$ cat src/rtl/uart_pkg.sv
// uart_pkg: FSM state encoding and framing defaults shared by the UART transmitter and receiver.
package uart_pkg;

  typedef enum logic [2:0] {
    IDLE   = 3'd0,
    START  = 3'd1,
    DATA   = 3'd2,
    PARITY = 3'd3,
    STOP   = 3'd4
  } uart_state_e;

  localparam int unsigned UART_OVERSAMPLE = 16;
  localparam int unsigned UART_DATA_BITS  = 8;

endpackage

$ cat src/rtl/uart_transmitter_if.sv
// uart_transmitter_if: valid/ready byte handshake into the UART transmitter's holding register.
interface uart_transmitter_if #(
  parameter int unsigned DATA_BITS = 8
);
  logic [DATA_BITS-1:0] data_in;
  logic                 data_valid;
  logic                 ready;

  modport master (output data_in, output data_valid, input ready);
  modport slave  (input data_in, input data_valid, output ready);
endinterface

$ cat src/rtl/uart_transmitter.sv
// uart_transmitter: LSB-first serialiser with a one-entry holding register, OVERSAMPLE cycles per bit.
// Optional even-parity bit between data and stop bits when UART_TX_PARITY_EN is defined.
module uart_transmitter
  import uart_pkg::*;
#(
  parameter int unsigned DATA_BITS  = UART_DATA_BITS,
  parameter int unsigned OVERSAMPLE = UART_OVERSAMPLE,
  parameter int unsigned STOP_BITS  = 1
) (
  input  logic              sample_clk,
  input  logic              rstn,
  uart_transmitter_if.slave tx_if,
  output logic              serial_out,
  output logic              busy
);

  localparam int unsigned SCW = $clog2(OVERSAMPLE);
  localparam int unsigned BCW = $clog2(DATA_BITS) + 1;
  localparam logic [SCW-1:0] SAMPLE_LAST = SCW'(OVERSAMPLE - 1);
  localparam logic [BCW-1:0] DATA_LAST   = BCW'(DATA_BITS - 1);
  localparam logic [BCW-1:0] STOP_LAST   = BCW'(STOP_BITS - 1);

  uart_state_e          state, state_nxt;
  logic [SCW-1:0]       sample_cnt, sample_cnt_nxt;
  logic [BCW-1:0]       bit_cnt, bit_cnt_nxt;
  logic [DATA_BITS-1:0] shift_reg, shift_nxt;
  logic [DATA_BITS-1:0] hold_reg, hold_reg_nxt;
  logic                 hold_full, hold_full_nxt;
  logic                 bit_end;
  logic                 load;

  assign tx_if.ready = ~hold_full;
  assign busy        = (state != IDLE);
  assign bit_end     = (sample_cnt == SAMPLE_LAST);

  always_comb begin
    state_nxt      = state;
    sample_cnt_nxt = sample_cnt;
    bit_cnt_nxt    = bit_cnt;
    shift_nxt      = shift_reg;
    hold_reg_nxt   = hold_reg;
    hold_full_nxt  = hold_full;
    load           = 1'b0;

    if (tx_if.data_valid && !hold_full) begin
      hold_reg_nxt  = tx_if.data_in;
      hold_full_nxt = 1'b1;
    end

    if (state != IDLE) begin
      sample_cnt_nxt = bit_end ? '0 : sample_cnt + SCW'(1);
    end

    case (state)
      IDLE: begin
        if (hold_full) load = 1'b1;
      end
      START: begin
        if (bit_end) state_nxt = DATA;
      end
      DATA: begin
        if (bit_end) begin
          shift_nxt   = shift_reg >> 1;
          bit_cnt_nxt = bit_cnt + BCW'(1);
          if (bit_cnt == DATA_LAST) begin
            bit_cnt_nxt = '0;
`ifdef UART_TX_PARITY_EN
            state_nxt = PARITY;
`else
            state_nxt = STOP;
`endif
          end
        end
      end
`ifdef UART_TX_PARITY_EN
      PARITY: begin
        if (bit_end) state_nxt = STOP;
      end
`endif
      STOP: begin
        // bit_cnt is reused to count stop bit periods
        if (bit_end) begin
          if (bit_cnt == STOP_LAST) begin
            bit_cnt_nxt = '0;
            if (hold_full) load = 1'b1;
            else           state_nxt = IDLE;
          end else begin
            bit_cnt_nxt = bit_cnt + BCW'(1);
          end
        end
      end
      default: state_nxt = IDLE;
    endcase

    // Load has no accept to collide with: it only fires while hold_full is set.
    if (load) begin
      state_nxt      = START;
      shift_nxt      = hold_reg;
      hold_full_nxt  = 1'b0;
      sample_cnt_nxt = '0;
      bit_cnt_nxt    = '0;
    end
  end

  always_ff @(posedge sample_clk) begin
    if (!rstn) begin
      state      <= IDLE;
      sample_cnt <= '0;
      bit_cnt    <= '0;
      shift_reg  <= '0;
      hold_reg   <= '0;
      hold_full  <= 1'b0;
    end else begin
      state      <= state_nxt;
      sample_cnt <= sample_cnt_nxt;
      bit_cnt    <= bit_cnt_nxt;
      shift_reg  <= shift_nxt;
      hold_reg   <= hold_reg_nxt;
      hold_full  <= hold_full_nxt;
    end
  end

`ifdef UART_TX_PARITY_EN
  logic parity_reg;

  always_ff @(posedge sample_clk) begin
    if (!rstn) begin
      parity_reg <= 1'b0;
    end else if (load) begin
      parity_reg <= ^hold_reg;
    end
  end
`endif

  always_comb begin
    serial_out = 1'b1;
    case (state)
      START:   serial_out = 1'b0;
      DATA:    serial_out = shift_reg[0];
`ifdef UART_TX_PARITY_EN
      PARITY:  serial_out = parity_reg;
`endif
      default: serial_out = 1'b1;
    endcase
  end

endmodule
$ cat src/flat_wrapper.sv
// flat-port wrapper written by rule: the top's interface ports become plain ports
module uart_transmitter_flat import uart_pkg::*;
#(
  parameter int unsigned DATA_BITS  = UART_DATA_BITS,
  parameter int unsigned OVERSAMPLE = UART_OVERSAMPLE,
  parameter int unsigned STOP_BITS  = 1
)
  (sample_clk, rstn, serial_out, busy, tx_if_data_in, tx_if_data_valid, tx_if_ready);
  uart_transmitter_if #(.DATA_BITS(DATA_BITS)) tx_if_i ();
  input  logic sample_clk;
  input  logic rstn;
  output logic serial_out;
  output logic busy;
  input wire logic [$bits(tx_if_i.data_in)-1:0] tx_if_data_in;
  input wire logic [$bits(tx_if_i.data_valid)-1:0] tx_if_data_valid;
  output wire logic [$bits(tx_if_i.ready)-1:0] tx_if_ready;
  assign tx_if_i.data_in = tx_if_data_in;
  assign tx_if_i.data_valid = tx_if_data_valid;
  assign tx_if_ready = tx_if_i.ready;
  uart_transmitter #(.DATA_BITS(DATA_BITS), .OVERSAMPLE(OVERSAMPLE), .STOP_BITS(STOP_BITS)) u_core (.sample_clk(sample_clk), .rstn(rstn), .tx_if(tx_if_i), .serial_out(serial_out), .busy(busy));
endmodule
$ cat config.mk
export PLATFORM = sky130hd
export DESIGN_NAME = uart_transmitter_flat
export DESIGN_NICKNAME = d
export VERILOG_FILES = /design/src/rtl/uart_pkg.sv /design/src/rtl/uart_transmitter_if.sv /design/src/rtl/uart_transmitter.sv /design/src/flat_wrapper.sv
export SDC_FILE = /design/constraint.sdc
export NUM_CORES = 1
export LEC_CHECK = 0
export CAP_MARGIN = 10
export CORE_UTILIZATION = 50
export DETAILED_ROUTE_END_ITERATION = 8
export HOLD_SLACK_MARGIN = 0.06
export PLACE_DENSITY = 0.72
export SYNTH_ARGS = -nofsm -noshare
export SYNTH_HDL_FRONTEND = slang
export SYNTH_SLANG_ARGS = --single-unit
$ cat constraint.sdc
create_clock -name sample_clk -period 2.09 [get_ports sample_clk]
set_clock_uncertainty 0.15 [all_clocks]
set_input_delay 0.3135 -clock sample_clk [delete_from_list [all_inputs] [get_ports sample_clk]]
set_output_delay 0.3135 -clock sample_clk [all_outputs]
set_load 0.05 [all_outputs]
# == Word-level counts from Yosys, hierarchy flattened ==
# Cells that the tools add are included.
# classes
n_addsub,2
n_eq_ne,18
muxes,22
bitwise,3
reduce_logical,13
# op_table
cell,n
8-bit 2-to-1 mux,3
4-bit 2-to-1 mux,5
3-bit 2-to-1 mux,6
"3-bit by 1-bit inequality test with 1-bit output, second input constant",5
7-bit AND reduction,2
"2-bit by 1-bit inequality test with 1-bit output, second input constant",6
3-bit one-hot mux with 4 select lines,1
"4-bit by 1-bit adder with 4-bit output, second input constant",2
4-bit one-hot mux with 2 select lines,1
2-bit nonzero test,3
"4-bit by 3-bit == test with 1-bit output, second input constant",1
"4-bit == test, second input constant",1
4-bit zero test,1
1-bit 2-to-1 mux,4
1-bit one-hot mux with 2 select lines,2
"3-bit by 1-bit == test with 1-bit output, second input constant",1
"3-bit by 2-bit == test with 1-bit output, second input constant",1
"3-bit == test, second input constant",1
3-bit zero test,1
"3-bit inequality test, second input constant",1
1-bit inverter,3
3-bit AND reduction,1
3-bit nonzero test,1
"2-bit inequality test, second input constant",1
other kinds (4),4
# totals
regBits,28
output_inout_bits,3

# == Depth between registers and ports, before layout ==
# logic_depth
word_depth,6
ltp_mapped,7

# == Worst setup path after synthesis ==
# OpenSTA, ideal clock, no wires.
# synth_timing
kind,reg-to-output
start,register u_core.state[0]
end,output port serial_out
t_arrival_ns,1.383
setup_slack_ns,0.243
stages_incl_launch_ff,4
n_path_buf,0
cell_sequence,dfxtp_1 nand2b_1 nor2_1 o21bai_1
# synth_via
elab_chain_len,2
# synth_lines
item,line_no,text
start: declaration,uart_transmitter.sv:23,"uart_state_e state, state_nxt;"
start signal: assignment,uart_transmitter.sv:114,state <= state_nxt;
3-bit by 2-bit == test with 1-bit output / 3-bit by 1-bit == test with 1-bit output (equally long branches),uart_transmitter.sv:137,case (state)
1-bit one-hot mux with 2 select lines (*),uart_transmitter.sv:137,
end: declaration,flat_wrapper.sv:12,output logic serial_out;
# Mark *: on every way between the ends. The rest lies on a longest branch, timed or not.

# == Worst setup path after layout ==
# layout_timing
start,register u_core.hold_full
end,output port tx_if_ready
# layout_via
elab_chain_len,1
# layout_lines
item,line_no,text
start: declaration,uart_transmitter.sv:28,"logic hold_full, hold_full_nxt;"
start signal: assignment,uart_transmitter.sv:119,hold_full <= hold_full_nxt;
1-bit inverter,uart_transmitter.sv:32,assign tx_if.ready = ~hold_full;
end: declaration,flat_wrapper.sv:16,output wire logic [$bits(tx_if_i.ready)-1:0] tx_if_ready;
# No other way between the ends.

==> flow_summary.ini <==
[cts]
cts_num_sinks = 28
postCtsSetupBuffers = 0
clkLatencyLatePin_ns = 0.32
cts_buffers = 3
cts_tree = built
cts.htree.levels = 1
cts_resized = 0
cts_max_path_buffers = 2
clk_pin_slew_worst_paths_ns = 0.14
cts_root_buf = clkbuf_4
cts.hold.buffers_added = 0

[worst_setup_path]
slowest_stage = clkdlybuf4s50_1
regToRegEndpoint = u_core.shift_reg[7]
worst_setup_path_start_kind = register
cp.arrival_ns = 1.54
setup.worst_path.end_class = primary output
max_stage_delay_ns = 0.79
cp_max_fo = 3
r2r_cells = 6
rr_startpoint = u_core.bit_cnt[0]
worstPathRequired_ns = 1.63
crit_type = reg -> out
path_cells = inv_2 > clkdlybuf4s50_1
reg2reg_slack_ns = 0.14
startpoint = u_core.hold_full

[sta]
rsz0062_at_grt = false
fin_crit_sh_pct = 95.83
setup_ws_ns = 0.08712
setup_tns_ns = 0
max_slew_margin_pct = 66.74
hold_viol = 0
fin_hold_ws_ns = 0.3538
period_needed_ns = 2.003
setup_violations = 0
worst_slew_pin_slew_ns = 0.4951
drv_slew = 0
max_freq_mhz = 499.3

[floorplanning]
initial_core_util_pct = 53.15
die_h_um = 53.55
die_x_um = 53.55
die-area_um2 = 2868
num_rows = 18
core_area_um2 = 2500
ios = 14

[drt]
routed_wl_mm = 2.395
drtPass1Iterations = 4
drc = 0
wl_per_cell_um = 12.81
ant_nets = 0
drt_iter0_drc = 12
vias_per_cell = 5.439
vias = 1017

[synth]
syn_area_um2 = 1329
synthArstFlopShare_pct = 0
ys_warn_count = 0
yosysUniqueCellTypes = 32
synthFlopType = dfxtp_1
postSynthCellCount = 145
synth-seq-cells = 28
synth.net_count = 159
synth_edf_count = 0
ys_seq_area_share_pct = 42.18
synth_area_per_cell_um2 = 9.164

[cells_and_area]
diodes = 0
synthToLayoutAreaGrowth_pct = 15.72
layout-drive-gt1-share_pct = 9.554
final_common_cell = dfxtp_1
final_cell_mix = dfxtp_1 (28), mux2i_1 (18), a21oi_1 (17), clkdlybuf4s50_1 (11)
num-nets-final = 173
final_cells = 187

[global_routing]
grt_use_total_pct = 18.48
grt_max_degree = 19
grt_pass1_vias = 863
grt-ovfl-total = 0
antenna_found_initial = 0
grt_pass1_wl_mm = 3.822

[min_path]
hp-start = u_core.sample_cnt[1]
hold_end = u_core.sample_cnt[1]
min_path_type = reg -> reg
hold_depth = 2

[placement]
place_hpwl_mm = 1.797
numPortBuffers = 13
gp_congestion = 0.7847
dp_cells = 184
pre_cts_ws_ns = 0.1415

[run_status]
outcome = finished clean

[power]
p_total_w = 0.0009451
leakage_nw = 0.5432
peakVddDrop_mv = 0.5678
power_density_nw_per_um2 = 614.6

[job]
maxCapViolations = 0
==> worst max-delay path by stage <==
stage | end | slack, ns
after floorplan | serial_out | 0.24
after global routing | tx_if_ready | 0.03
after CTS | busy | 0.06
after detailed placement | u_core.shift_reg[7] | 0.14
final | tx_if_ready | 0.09
after global placement | u_core.shift_reg[7] | 0.21
==> power by group <==
group	switching (W)	internal (W)	leakage [nW]
combinational	0.0000772	0.0000718	0.301
sequential	0.0000192	0.000563	0.229
clock	0.000146	0.0000675	0.0138
total	0.000243	0.000702	0.543
==> metal layers <==
| layer | vias up | track usage [%] | part of all wire, % |
|---|---|---|---|
| li1 | 536 | - | - |
| met1 | 461 | 25.43 | 50 |
| met2 | 18 | 28.75 | 47 |
| met3 | 2 | 2.542 | 2.8 |
| met4 | 0 | 7.895 | 0.63 |
| met5 | - | 0 | 0 |
==> synth_stat cells, types with 4 or more instances <==
library cell | number | area (µm²)
nor2b_1 | 9 | 56.30
nand3_1 | 6 | 30.03
mux2i_1 | 18 | 180.2
nand2_1 | 9 | 33.78
nor2_1 | 7 | 26.28
dfxtp_1 | 28 | 560.5
a21oi_1 | 17 | 85.08
inv_1 | 5 | 18.77
nor3_1 | 4 | 20.02
o21ai_0 | 4 | 20.02
o31ai_1 | 7 | 52.55
==> per-stage QoR <==
stage	cell area (µm²)	util, %
global route	1538	61.51
global placement	1498	59.91
detailed placement	1498	59.91
finish	1538	61.51
floorplan	1329	-
CTS	1520	60.81
==> final cells by class <==
cell class	instances	area, µm²
clock buffers	3	22.52
fillers	211	962.2
inverters	6	22.52
multi-input cells	103	714.4
flip-flops and latches	28	560.5
well taps	30	37.54
repair buffers	17	180.2
==> worst max-delay path: cells and delay by family (launching register included) <==
| family | cells | cell delay (ns) |
|---|---|---|
| buffers and inverters | 2 | 0.86 |
| flip-flops | 1 | 0.35 |
==> kinds of logic (layout without fill, tap and decap cells) <==
family,after synthesis,after routing,synth area share (%)
AO/OA/AOI/OAI,32,32,14.31
XOR/XNOR,2,2,1.319
adder cells (fa/ha/maj),3,3,2.825
buffers and inverters,14,26,5.367
flip-flops,28,28,42.18
multiplexers,18,18,13.56
AND/OR/NAND/NOR,48,48,20.43
Power figures use the tool's default switching activity.
